<file path="src/rtl/keypad_scanner_if.sv">
// Keypad scanner signal bundle: keypad matrix lines plus the decoded key outputs.
// master = scanner side, slave = keypad/consumer side.
interface keypad_scanner_if;
   logic [3:0] col;
   logic [3:0] row;
   logic [3:0] key_code;
   logic       key_valid;
   logic       key_down;

   modport master (input col, output row, output key_code, output key_valid, output key_down);
   modport slave  (output col, input row, input key_code, input key_valid, input key_down);
endinterface

</file>
<file path="src/rtl/keypad_scanner.sv">
// 4x4 matrix keypad scanner with tick-based debounce of press and release.
// Optional auto-repeat while a key is held is enabled by defining KEYPAD_SCANNER_REPEAT_EN.
module keypad_scanner #(
   parameter int SCAN_DIV     = 1000,
   parameter int DEBOUNCE_CNT = 4,
   parameter int REPEAT_DELAY = 50,
   parameter int REPEAT_RATE  = 10
) (
   input  logic               clock,
   input  logic               reset,
   keypad_scanner_if.master   kp
);

   typedef enum logic [1:0] {S_SCAN, S_DEBOUNCE, S_PRESSED} state_t;

   localparam logic [15:0] DIV_LAST = 16'(SCAN_DIV - 1);
   localparam logic [3:0]  CNT_LAST = 4'(DEBOUNCE_CNT - 1);

   state_t      state_reg, state_next;
   logic [15:0] div_reg;
   logic        tick;
   logic [3:0]  col_meta_reg, col_sync_reg;
   logic [1:0]  ridx_reg, ridx_next;
   logic [1:0]  cidx_reg, cidx_next;
   logic [3:0]  cnt_reg, cnt_next;
   logic [3:0]  key_code_reg;
   logic        key_valid_reg;
   logic        hit;
   logic [1:0]  hit_col;
   logic        same_col;
   logic        accept;
   logic        repeat_fire;

   always_ff @(posedge clock or posedge reset) begin
      if (reset) begin
         col_meta_reg <= 4'b1111;
         col_sync_reg <= 4'b1111;
         div_reg      <= 16'd0;
      end else begin
         col_meta_reg <= kp.col;
         col_sync_reg <= col_meta_reg;
         div_reg      <= (div_reg == DIV_LAST) ? 16'd0 : div_reg + 16'd1;
      end
   end

   assign tick = (div_reg == DIV_LAST);

   // Only a single low column is a usable key; ghosting/multi-press is ignored.
   always_comb begin
      hit     = 1'b0;
      hit_col = 2'd0;
      case (col_sync_reg)
         4'b1110: begin hit = 1'b1; hit_col = 2'd0; end
         4'b1101: begin hit = 1'b1; hit_col = 2'd1; end
         4'b1011: begin hit = 1'b1; hit_col = 2'd2; end
         4'b0111: begin hit = 1'b1; hit_col = 2'd3; end
         default: ;
      endcase
   end

   assign same_col = hit && (hit_col == cidx_reg);

   always_ff @(posedge clock or posedge reset) begin
      if (reset) begin
         state_reg <= S_SCAN;
         ridx_reg  <= 2'd0;
         cidx_reg  <= 2'd0;
         cnt_reg   <= 4'd0;
      end else begin
         state_reg <= state_next;
         ridx_reg  <= ridx_next;
         cidx_reg  <= cidx_next;
         cnt_reg   <= cnt_next;
      end
   end

   // cnt_reg counts matching ticks in DEBOUNCE and consecutive release ticks in PRESSED.
   always_comb begin
      state_next = state_reg;
      ridx_next  = ridx_reg;
      cidx_next  = cidx_reg;
      cnt_next   = cnt_reg;
      if (tick) begin
         case (state_reg)
            S_SCAN: begin
               if (hit) begin
                  cidx_next  = hit_col;
                  cnt_next   = 4'd0;
                  state_next = S_DEBOUNCE;
               end else begin
                  ridx_next = ridx_reg + 2'd1;
               end
            end
            S_DEBOUNCE: begin
               if (same_col) begin
                  if (cnt_reg == CNT_LAST) begin
                     state_next = S_PRESSED;
                     cnt_next   = 4'd0;
                  end else begin
                     cnt_next = cnt_reg + 4'd1;
                  end
               end else begin
                  state_next = S_SCAN;
                  ridx_next  = ridx_reg + 2'd1;
               end
            end
            S_PRESSED: begin
               if (same_col) begin
                  cnt_next = 4'd0;
               end else if (cnt_reg == CNT_LAST) begin
                  state_next = S_SCAN;
                  ridx_next  = ridx_reg + 2'd1;
                  cnt_next   = 4'd0;
               end else begin
                  cnt_next = cnt_reg + 4'd1;
               end
            end
            default: state_next = S_SCAN;
         endcase
      end
   end

   always_comb begin
      accept      = tick && (state_reg == S_DEBOUNCE) && same_col && (cnt_reg == CNT_LAST);
      kp.key_down = (state_reg == S_PRESSED);
      kp.row      = ~(4'b0001 << ridx_reg);
   end

`ifdef KEYPAD_SCANNER_REPEAT_EN
   logic [15:0] rep_cnt_reg;
   logic        rep_first_reg;
   logic [15:0] rep_target;

   assign rep_target  = rep_first_reg ? 16'(REPEAT_DELAY) : 16'(REPEAT_RATE);
   assign repeat_fire = tick && (state_reg == S_PRESSED) && same_col
                        && ((rep_cnt_reg + 16'd1) == rep_target);

   // Any tick without the held key restarts the wait from the initial delay.
   always_ff @(posedge clock or posedge reset) begin
      if (reset) begin
         rep_cnt_reg   <= 16'd0;
         rep_first_reg <= 1'b1;
      end else if (tick) begin
         if ((state_reg != S_PRESSED) || !same_col) begin
            rep_cnt_reg   <= 16'd0;
            rep_first_reg <= 1'b1;
         end else if (repeat_fire) begin
            rep_cnt_reg   <= 16'd0;
            rep_first_reg <= 1'b0;
         end else begin
            rep_cnt_reg <= rep_cnt_reg + 16'd1;
         end
      end
   end
`else
   assign repeat_fire = 1'b0;
`endif

   always_ff @(posedge clock or posedge reset) begin
      if (reset) begin
         key_code_reg  <= 4'd0;
         key_valid_reg <= 1'b0;
      end else begin
         key_valid_reg <= accept || repeat_fire;
         if (accept) begin
            key_code_reg <= {ridx_reg, cidx_reg};
         end
      end
   end

   assign kp.key_code  = key_code_reg;
   assign kp.key_valid = key_valid_reg;

endmodule

</file>
<file path="src/flat_wrapper.sv">
// flat-port wrapper written by rule: the top's interface ports become plain ports
module keypad_scanner_flat 
#(
   parameter int SCAN_DIV     = 1000,
   parameter int DEBOUNCE_CNT = 4,
   parameter int REPEAT_DELAY = 50,
   parameter int REPEAT_RATE  = 10
)
  (clock, reset, kp_col, kp_row, kp_key_code, kp_key_valid, kp_key_down);
  keypad_scanner_if kp_i ();
  input  logic clock;
  input  logic reset;
  input wire logic [$bits(kp_i.col)-1:0] kp_col;
  output wire logic [$bits(kp_i.row)-1:0] kp_row;
  output wire logic [$bits(kp_i.key_code)-1:0] kp_key_code;
  output wire logic [$bits(kp_i.key_valid)-1:0] kp_key_valid;
  output wire logic [$bits(kp_i.key_down)-1:0] kp_key_down;
  assign kp_i.col = kp_col;
  assign kp_row = kp_i.row;
  assign kp_key_code = kp_i.key_code;
  assign kp_key_valid = kp_i.key_valid;
  assign kp_key_down = kp_i.key_down;
  keypad_scanner #(.SCAN_DIV(SCAN_DIV), .DEBOUNCE_CNT(DEBOUNCE_CNT), .REPEAT_DELAY(REPEAT_DELAY), .REPEAT_RATE(REPEAT_RATE)) u_core (.clock(clock), .reset(reset), .kp(kp_i));
endmodule
</file>
<file path="config.mk">
export PLATFORM = sky130hd
export DESIGN_NAME = keypad_scanner_flat
export DESIGN_NICKNAME = d
export VERILOG_FILES = /design/src/rtl/keypad_scanner_if.sv /design/src/rtl/keypad_scanner.sv /design/src/flat_wrapper.sv
export SDC_FILE = /design/constraint.sdc
export NUM_CORES = 1
export LEC_CHECK = 0
export ABC_AREA = 0
export CORE_ASPECT_RATIO = 1.25
export CORE_MARGIN = 5
export CORE_UTILIZATION = 50
export CTS_CLUSTER_SIZE = 14
export DETAILED_ROUTE_END_ITERATION = 6
export GPL_TIMING_DRIVEN = 0
export PLACE_DENSITY = 0.77
export SETUP_SLACK_MARGIN = 0.2
export SYNTH_ARGS = -nofsm -noshare
export SYNTH_HDL_FRONTEND = slang
export SYNTH_SLANG_ARGS = --single-unit
</file>
<file path="constraint.sdc">
create_clock -name clock -period 2.6 [get_ports clock]
set_input_delay 0.26 -clock clock [delete_from_list [all_inputs] [get_ports clock]]
set_output_delay 0.26 -clock clock [all_outputs]
set_load 0.02 [all_outputs]
</file>
==> results by group, run 1 <==
Outcome
  – Status: finished, final reports clean

Logic synthesis
  – Largest cells by area after synthesis: dfrtp_1 (39%), dfstp_2 (11%), ha_1 (6.4%), xor2_1 (4.5%), xnor2_1 (2.7%)
  – Avg Inst Size Synth: approximately 11 µm²
  – Cell count after synthesis: around 170
  – Ys async rst share: 100%
  – Yosys reg bits: 39
  – Syn_nets: between 150 and 200
  – Cell accounting for the most synthesized area: dfrtp_1
  – Post-synth EDFFs: 0
  – Seq/Total Area, Yosys: 50.2%
  – Cell Area, Synth: ~2000 µm²
  – Ys flop type: dfrtp_1
  – Synth Warn #: 0
  – Top-area cell type share of the netlist area: between 30% and 40%
  – Synth unique cells: between 40 and 50

Drt
  – Routed WL: ~3700 µm
  – Via-per-instance ratio: roughly 5.5
  – DRC viols: 0
  – Via count: 1377
  – Detail Route Antenna Nets: 0
  – WL per Instance: between 10 and 15 µm
  – DRT Pass-1 Iters: 4
  – Drt initial violations: 62

Layout
  – Post-layout net count: ~210
  – Share of layout cells above drive strength 1: ~17%
  – Finished Cell Area: approximately 2300 µm²
  – Layout area overhead: 17.2%
  – Antenna diode count: 0
  – Fill cell count: about 320
  – Max reg flops: 16

Power and ir drop
  – Share of total power in combinational logic: 3.0%
  – Leakage: 0.00100 µW
  – Sw Share: about a fifth
  – Peak VDD IR: 339 µV
  – Total internal power: between 900 and 1000 µW
  – Reg power frac: 52.9%
  – Pwr/cell area: 511 nW/µm²
  – P_sw: 235 µW
  – Clk pwr share: between 40 and 50%

Die
  – Starting Density: around half
  – Die Y: 80.1 µm
  – Rows: 25
  – Die area: 5290 µm²
  – Core area: 3780 µm²
  – I/O pins: 16
  – Chip width: about 66 µm

CTS
  – Htree depth: 2
  – Clk_lat worst skew: a little under 0.3 ns
  – Number of clock sinks: 39
  – Clock root cell: clkbuf_8
  – Clock transition at path regs: approximately 0.080 ns
  – Post-CTS Setup Bufs: 0
  – CTS buffer count: 5
  – Post_cts resized: 0
  – CTS Hold Bufs: 0
  – CTS tree: built
  – Clock buffer depth: 2

Setup path
  – Most frequent CP cell: o21ai_0
  – Reg-to-Reg Start: u_core.div_reg[0]$_DFF_PP0_
  – CP Launch Type: flip-flop
  – CP Capture Type: flip-flop
  – Arrival @ worst endpoint: 2.39 ns
  – Crit path max fanout: 10
  – Crit-path leading delay family: simple AND/OR/NAND/NOR gates
  – CP peak stage delay: approximately 0.5 ns
  – Flop2flop setup slack: ~0.37 ns
  – Cell chain of the critical path: ha_2 > and4bb_2 > and4_1 > buf_2 > or4b_1 > o21ai_0 > o21ai_0
  – Required @ worst endpoint: 2.76 ns
  – Cell count of the worst reg-to-reg path: 7
  – CP Class: reg2reg
  – R2r endpoint: u_core.kp.key_code[2]$_DFFE_PP0P_
  – Slowest cell on the critical path: or4b_1
  – Worst path bufs/invs: 1

Timing
  – Setup-failing EPs final: 0
  – Setup Skew: slightly above 0.006 ns
  – Slew @ Worst Pin: about 0.77 ns
  – Slew Limit Fails: 0
  – Fin crit period: between 2 and 2.5 ns
  – Fmax: approximately 0.45 GHz
  – Fin. Hold Viols: 0
  – Relative slew margins: 48.9%
  – RSZ-0062 raised after global routing: no
  – TNS Setup: 0 ns
  – Final period utilization: 85.8%

Min path
  – Hold depth: 0
  – Hold Startpoint: u_core.col_meta_reg[0]$_DFF_PP1_
  – Min-Delay Path Class: reg2reg
  – Hold Crit Endpoint: u_core.col_sync_reg[0]$_DFF_PP1_

Place
  – IO Port Bufs: 15
  – Placed instance area: 2180 µm²
  – Final HPWL DP: 2750 µm
  – Routability cong.: roughly 0.8

GRT
  – Gr usage total: approximately 16%
  – Vias in the first global route: approximately 1.4k
  – Initial antenna violation count: 0
  – Grt ovf: 0
  – First-pass GRT wire length: about 6400 µm
  – Pin count of the biggest net entering global routing: 40

Flow run
  – Max Cap Violations: 0
[worst max-delay path by stage]
stage | to | start | cells past startpoint | slack, ns
2_1_floorplan | u_core.kp.key_code[0]$_DFFE_PP0P_ | u_core.col_sync_reg[3]$_DFF_PP1_ | 6 | 0.53
3_3_place_gp | u_core.cnt_reg[2]$_DFFE_PP0P_ | u_core.div_reg[0]$_DFF_PP0_ | 7 | 0.40
3_5_place_dp | u_core.cnt_reg[1]$_DFFE_PP0P_ | u_core.div_reg[0]$_DFF_PP0_ | 7 | 0.31
4_1_cts | u_core.cnt_reg[1]$_DFFE_PP0P_ | u_core.div_reg[0]$_DFF_PP0_ | 7 | 0.28
5_1_grt | u_core.kp.key_code[3]$_DFFE_PP0P_ | u_core.div_reg[0]$_DFF_PP0_ | 7 | 0.23
6_report | u_core.kp.key_code[2]$_DFFE_PP0P_ | u_core.div_reg[0]$_DFF_PP0_ | 7 | 0.37
[worst register-to-register path: stages, from the launching register on]
cell and delay [ns]:
dfrtp_1 0.43, ha_2 0.27, and4bb_2 0.26, and4_1 0.17, buf_2 0.22, or4b_1 0.50
o21ai_0 0.15, o21ai_0 0.11
[cell type report]
type	instances	area [µm²]	area share, %
sequential	39	986	42.8
inverter	13	48.8	2.12
multi-input combinational	120	921	40.0
timing repair buffer	15	150	6.52
buffer	2	12.5	0.543
tap	54	67.6	2.93
clock buffer	6	82.6	3.59
clock inverter	2	35.0	1.52
[synth_stat cells (all sizes together), types with 3 or more instances]
master and n:
nand2 8, and3 5, inv 13, mux2 4
nand4 4, nand3 9, o21ai 11, nor2 11
nand3b 3, dfstp 8, xnor2 6, ha 10
and4 3, dfrtp 31, xor2 10, o31ai 3
nor3 3
[power by group through the flow]
stage	sequential, µW	clock, µW	combinational [µW]
2_1_floorplan	633	0	22.9
3_3_place_gp	633	0	34.3
3_5_place_dp	635	0	35.8
4_1_cts	623	531	35.9
5_1_grt	624	570	39.1
6_report	623	519	35.1
[kinds of logic after synthesis]
kind of cell | share of synthesized area, %
muxes | 3.18
AOI/OAI and AO/OA | 10.4
adders and majority gates | 6.37
and+or+nand+nor | 19.6
xor gates and xnor gates | 7.13
buffers and inverters | 3.12
DFF | 50.2
[placed cells by master, fill, tap and decap left out, types with 2 or more instances in the layout]
master / netlist / layout
ha_1: 10 / 9
a21oi_4: 2 / 2
nor2_1: 11 / 11
clkbuf_8: 0 / 6
clkdlybuf4s50_1: 0 / 15
xor2_1: 10 / 10
nand3b_1: 3 / 3
xnor2_1: 6 / 6
mux2_2: 2 / 2
nor2b_1: 2 / 2
nand2_1: 8 / 8
nor3_1: 3 / 3
and4_1: 3 / 3
dfstp_2: 8 / 8
and3_1: 5 / 5
nand4_1: 4 / 4
nand3_1: 9 / 9
dfrtp_1: 31 / 31
nor3b_1: 2 / 2
or3b_1: 2 / 2
or2_2: 2 / 2
o21ai_0: 10 / 10
inv_1: 13 / 12
mux2_4: 2 / 2
o31ai_1: 3 / 3
o2bb2ai_1: 2 / 2
[per-stage QoR]
stage	hold WS [ns]	util [%]	setup WS, ns	total power (µW)	instances
detailed placement	0.347	57.7	0.306	670	243
finish	0.357	60.9	0.369	1180	251
CTS	0.359	60.8	0.278	1190	251
global placement	0.346	57.7	0.397	668	243
floorplan	0.264	-	0.526	656	174
global route	0.360	60.9	0.228	1230	251
[layer usage]
metal  vias up  wire (µm)  global-route usage, %
met5         -          0                      0
met4         0         19                   5.28
met3         2        126                   4.62
met2        25       2110                   29.3
met1       694       1420                   16.9
li1        656          -                      -
No activity file was read; power rests on OpenSTA's default activity.
==> run 2: changes to the inputs <==
- CAP_MARGIN: default -> 40
==> run 2 against run 1 <==
Compared with the run above:
- clock skew down 0.00082 ns
- wire length down 0.90%
- die area unchanged
- sequential cell count unchanged
- first-iteration DRC count down 47%
- via count down 1.2%
- combinational power up 15%
- non-clock buffer count up 1
- design area down 0.38%
- sequential power about the same
==> results by group, run 2 (synthesis gave the netlist of run 1 again) <==
Outcome
  – Status: finished, final reports clean

Timing
  – Fmax: roughly 0.45 GHz
  – RSZ-0062 raised after global routing: no
  – Relative slew margins: between 50% and 60%
  – Post-route setup slack: between 0.3 and 0.4 ns
  – Final period utilization: 85.7%
  – Hold WS: around 0.36 ns
  – Fin. Hold Viols: 0
  – Slew Limit Fails: 0
  – Slew @ Worst Pin: between 0.7 and 0.8 ns
  – Setup-failing EPs final: 0
  – Setup Skew: about 0.0054 ns
  – Fin crit period: 2.23 ns
  – TNS Setup: 0 ns

Setup path
  – Required @ worst endpoint: approximately 2.8 ns
  – Slowest cell on the critical path: dfstp_2
  – Arrival @ worst endpoint: about 2.4 ns
  – Reg-to-Reg Start: u_core.col_sync_reg[3]$_DFF_PP1_
  – Crit path max fanout: 7
  – CP Capture Type: flip-flop
  – Cell chain of the critical path: buf_4 > or3b_1 > a21oi_4 > o21ai_2 > or3_4 > mux2_4
  – CP Class: reg2reg
  – CP Launch Type: flip-flop
  – Cell count of the worst reg-to-reg path: 6
  – CP peak stage delay: 0.53 ns
  – R2r endpoint: u_core.kp.key_code[0]$_DFFE_PP0P_
  – CP startpoint: u_core.col_sync_reg[3]$_DFF_PP1_
  – Flop2flop setup slack: 0.37 ns

Place
  – Final HPWL DP: around 2800 µm
  – Setup Slack @ Placement: ~0.32 ns
  – IO Port Bufs: 15
  – Routability cong.: about 0.8

Drt
  – Drt initial violations: 33
  – Routed WL: 3640 µm
  – Detail Route Antenna Nets: 0
  – DRC viols: 0
  – DRT Pass-1 Iters: 4
  – WL per Instance: around 14 µm
  – Via-per-instance ratio: 5.40
  – Via count: between 1k and 1.5k

Layout
  – Share of layout cells above drive strength 1: about 17%
  – Post-layout net count: ~210
  – Post-layout util: between 60 and 70%
  – Antenna diode count: 0
  – Most common cell after layout, fill and taps aside: dfrtp_1
  – Most frequent cells in the layout: dfrtp_1 (31), clkdlybuf4s50_1 (15), inv_1 (13)
  – Layout area overhead: 16.7%
  – Max reg flops: 16

Die
  – Starting Density: about half
  – Chip width: ~66 µm
  – Die area: 5290 µm²
  – Rows: 25
  – I/O pins: 16
  – Core area: roughly 3800 µm²
  – Die Y: ~80 µm

Min path
  – Hold depth: 0
  – Hold Crit Endpoint: u_core.col_sync_reg[2]$_DFF_PP1_
  – Hold Startpoint: u_core.col_meta_reg[2]$_DFF_PP1_
  – Min-Delay Path Class: reg2reg

CTS
  – CTS tree: built
  – Clock transition at path regs: 0.07 ns
  – Number of clock sinks: 39
  – Htree depth: 2
  – Clock buffer depth: 2
  – Post-CTS Setup Bufs: 0
  – CTS buffer count: 5
  – Clk_lat worst skew: between 0.2 and 0.3 ns
  – Clock root cell: clkbuf_8

Power and ir drop
  – Peak VDD IR: between 200 and 250 µV
  – Leakage: 0.00100 µW
  – Pwr/cell area: around 460 nW/µm²

GRT
  – First-pass GRT wire length: between 6000 and 7000 µm
  – Pin count of the biggest net entering global routing: 23
  – Gr usage total: 15.7%
  – Grt ovf: 0
  – Initial antenna violation count: 0
  – Vias in the first global route: about 1.4k

Flow run
  – Max Cap Violations: 0
-- run 2: worst max path at each step --
stage | to | slack (ns) | cells after the start
finish | u_core.kp.key_code[0]$_DFFE_PP0P_ | 0.37 | 6
global route | u_core.ridx_reg[1]$_DFFE_PP0P_ | 0.23 | 6
CTS | u_core.cnt_reg[1]$_DFFE_PP0P_ | 0.31 | 7
detailed placement | u_core.cnt_reg[1]$_DFFE_PP0P_ | 0.32 | 7
global placement | u_core.cnt_reg[2]$_DFFE_PP0P_ | 0.40 | 7
floorplan | u_core.kp.key_code[0]$_DFFE_PP0P_ | 0.53 | 6
-- run 2: report_power, final --
part | leakage [µW] | switching, µW | internal, µW
logic | 0.000451 | 22.5 | 17.8
clock network | 0.0000477 | 211 | 184
registers | 0.000503 | 5.52 | 618
-- run 2: critical path, delay by kind of cell (launching register included) --
family,cells,cell delay [ns]
muxes,1,0.31
DFF,1,0.53
AOI/OAI and AO/OA,2,0.37
buffers and inverters,1,0.14
and+or+nand+nor,2,0.78
-- run 2: final cells by class --
cell class	count	area [µm²]
clock buffer	5	68.8
clock inverter	3	15.0
buffer	2	12.5
inverter	13	48.8
tap	54	67.6
fill	323	1490
multi-input combinational	120	918
sequential	39	986
timing repair buffer	16	178
-- run 2: timing repair --
action | 4_1_cts | 5_1_grt
endpoints found under the hold margin | 0 | 0
setup endpoints to repair | 0 | 3
hold buffers | 0 | 0
gates resized for setup | 0 | 1
-- run 2: layer usage --
layer | GRT usage, % | vias to the layer above | wire [µm]
met3 | 3.50 | 6 | 126
met4 | 5.28 | 0 | 44
li1 | - | 656 | -
met2 | 29.9 | 27 | 2040
met1 | 16.6 | 671 | 1420
met5 | 0 | - | 0
-- run 2: metrics by stage --
| step | power [µW] | std cells | cell area [µm²] |
|---|---|---|---|
| after CTS | 1070 | 252 | 2290 |
| final | 1060 | 252 | 2290 |
| after detailed placement | 676 | 244 | 2210 |
| after global placement | 668 | 243 | 2180 |
| after global routing | 1110 | 252 | 2290 |
| after floorplan | 656 | 174 | 1970 |
==> run 3: changes to the inputs <==
- CORE_UTILIZATION: 50 -> 28
- PLACE_DENSITY: 0.77 -> 0.51
- SLEW_MARGIN: default -> 20
==> run 3 against run 2 <==
Compared with the run above:
- via count shrank 3.7%
- register-to-register slack gained 0.04 ns
- first-iteration DRC count grew 27%
- global-route usage shrank 7.7 points
- final cell count grew 14%
- sequential cell count is the same
- clock power grew 2%
- hold slack lost 0.14 ns
- highest routed layer unchanged
==> results by group, run 3 (synthesis gave the netlist of run 1 again) <==
Timing
  – Fin crit period: 2.19 ns
  – Fin. Hold Viols: 0
  – Relative slew margins: around 50%
  – Slew @ Worst Pin: 0.741 ns
  – Slew Limit Fails: 0
  – Setup Skew: 0.0100 ns
  – RSZ-0062 raised after global routing: no
  – Fmax: between 0.4 and 0.5 GHz
  – Setup-failing EPs final: 0
  – Final period utilization: 84.3%
  – Post-route setup slack: between 0.4 and 0.5 ns
  – TNS Setup: 0 ns

Drt
  – Routed WL: between 3000 and 4000 µm
  – WL per Instance: approximately 12 µm
  – DRT Pass-1 Iters: 4
  – Detail Route Antenna Nets: 0
  – Drt initial violations: 42
  – Via-per-instance ratio: approximately 4.5
  – Via count: approximately 1.3k
  – DRC viols: 0

GRT
  – Grt ovf: 0
  – Vias in the first global route: 1225
  – Gr usage total: between 8 and 9%
  – First-pass GRT wire length: 5800 µm
  – Initial antenna violation count: 0
  – Pin count of the biggest net entering global routing: 30

CTS
  – Post-CTS Setup Bufs: 0
  – Clock transition at path regs: approximately 0.080 ns
  – CTS buffer count: 5
  – CTS tree: built
  – CTS Hold Bufs: 0
  – Clock buffer depth: 2
  – Htree depth: 2
  – Clk_lat worst skew: around 0.29 ns
  – Clock root cell: clkbuf_8
  – Post_cts resized: 0
  – Number of clock sinks: 39

Die
  – I/O pins: 16
  – Core area: just under 7000 µm²
  – Chip width: between 80 and 90 µm
  – Starting Density: between 20% and 30%
  – Rows: 34
  – Die Y: about 100 µm
  – Die area: between 8000 and 9000 µm²

Layout
  – Layout area overhead: 19.0%
  – Max reg flops: 16
  – Most frequent cells in the layout: dfrtp_1 (31), clkdlybuf4s50_1 (15), inv_1 (12)
  – Antenna diode count: 0
  – Post-layout net count: ~210
  – Most common cell after layout, fill and taps aside: dfrtp_1
  – Share of layout cells above drive strength 1: between 15 and 20%

Setup path
  – Required @ worst endpoint: approximately 2.8 ns
  – CP Launch Type: flip-flop
  – CP Class: reg2reg
  – Flop2flop setup slack: approximately 0.41 ns
  – Crit path max fanout: 7
  – CP peak stage delay: between 0.5 and 0.6 ns
  – Worst path bufs/invs: 1
  – Cell chain of the critical path: buf_4 > or3b_1 > a21oi_4 > o21ai_2 > or3_4 > mux2_4
  – Arrival @ worst endpoint: roughly 2.4 ns
  – Crit-path leading delay family: simple AND/OR/NAND/NOR gates
  – Slowest cell on the critical path: dfstp_2
  – CP Capture Type: flip-flop

Outcome
  – Status: finished, final reports clean

Power and ir drop
  – Leakage: about 0.00099 µW
  – Reg power frac: about three fifths
  – Share of total power in combinational logic: roughly 3.7%
  – P_sw: between 200 and 250 µW
  – Sw Share: between 20% and 30%
  – Clk pwr share: 37.7%
  – Peak VDD IR: around 280 µV
  – Total internal power: 822 µW
  – Pwr/cell area: 454 nW/µm²

Flow run
  – Max Cap Violations: 0

Min path
  – Min-Delay Path Class: in2async

Place
  – Final HPWL DP: between 2000 and 3000 µm
  – IO Port Bufs: 15
  – Setup Slack @ Placement: approximately 0.33 ns
  – Routability cong.: 0.712
==> run 3: cell count changes in the layout (fill, tap and decap cells not counted) <==
| cell | change |
|---|---|
| clkbuf_4 | +1 |
| o311ai_1 | -1 |
| ha_1 | -1 |
| buf_2 | -1 |
| inv_1 | -1 |
| inv_2 | +1 |
| buf_12 | +1 |
| ha_2 | +1 |
| clkbuf_1 | +1 |
| buf_16 | -1 |
| clkinv_2 | -2 |
| o311ai_0 | +1 |
| clkinvlp_4 | +1 |
==> run 3: per-stage QoR <==
step	cells	instance area [µm²]	hold slack [ns]	total power, µW	utilization (%)
after floorplan	174	1970	0.264	656	-
after global placement	279	2230	0.346	671	32.3
after detailed placement	280	2250	0.348	675	32.6
after global routing	288	2340	0.220	1110	33.9
final	288	2340	0.214	1060	33.9
after CTS	288	2330	0.212	1090	33.9
==> run 3: routing by layer <==
metal  vias up  GRT usage [%]  routed length [µm]
met5         -              0                   0
met3         4           2.38                 109
li1        661              -                   -
met4         0           2.38                  36
met2        17           13.2                1660
met1       628           10.1                1590
==> run 3: final cells by class <==
| type | count | area (µm²) |
|---|---|---|
| well taps | 90 | 113 |
| plain buffers | 2 | 15.0 |
| multi-input cells | 120 | 921 |
| fillers | 713 | 4550 |
| inverters | 13 | 48.8 |
| clock buffers | 6 | 72.6 |
| flip-flops and latches | 39 | 986 |
| clock inverters | 2 | 12.5 |
| repair buffers | 16 | 170 |
==> run 3: worst paths after layout <==
path	endpoint	start	depth (start not counted)
setup / recovery	u_core.kp.key_code[0]$_DFFE_PP0P_	u_core.col_sync_reg[3]$_DFF_PP1_	6
hold / removal	u_core.div_reg[12]$_DFF_PP0_	reset	2
setup reg to reg	u_core.kp.key_code[0]$_DFFE_PP0P_	u_core.col_sync_reg[3]$_DFF_PP1_	6
hold reg to reg	u_core.col_sync_reg[1]$_DFF_PP1_	u_core.col_meta_reg[1]$_DFF_PP1_	0
max in group asynchronous	u_core.col_sync_reg[1]$_DFF_PP1_	reset	3
min in group clock	u_core.col_sync_reg[1]$_DFF_PP1_	u_core.col_meta_reg[1]$_DFF_PP1_	0
==> run 3: power by group through the flow <==
stage	Clock [µW]	Combinational, µW	Sequential, µW
after floorplan	0	22.9	633
after global placement	0	36.6	634
after detailed placement	0	40.9	634
after CTS	425	40.7	623
after global routing	447	43.7	624
final	401	38.9	623
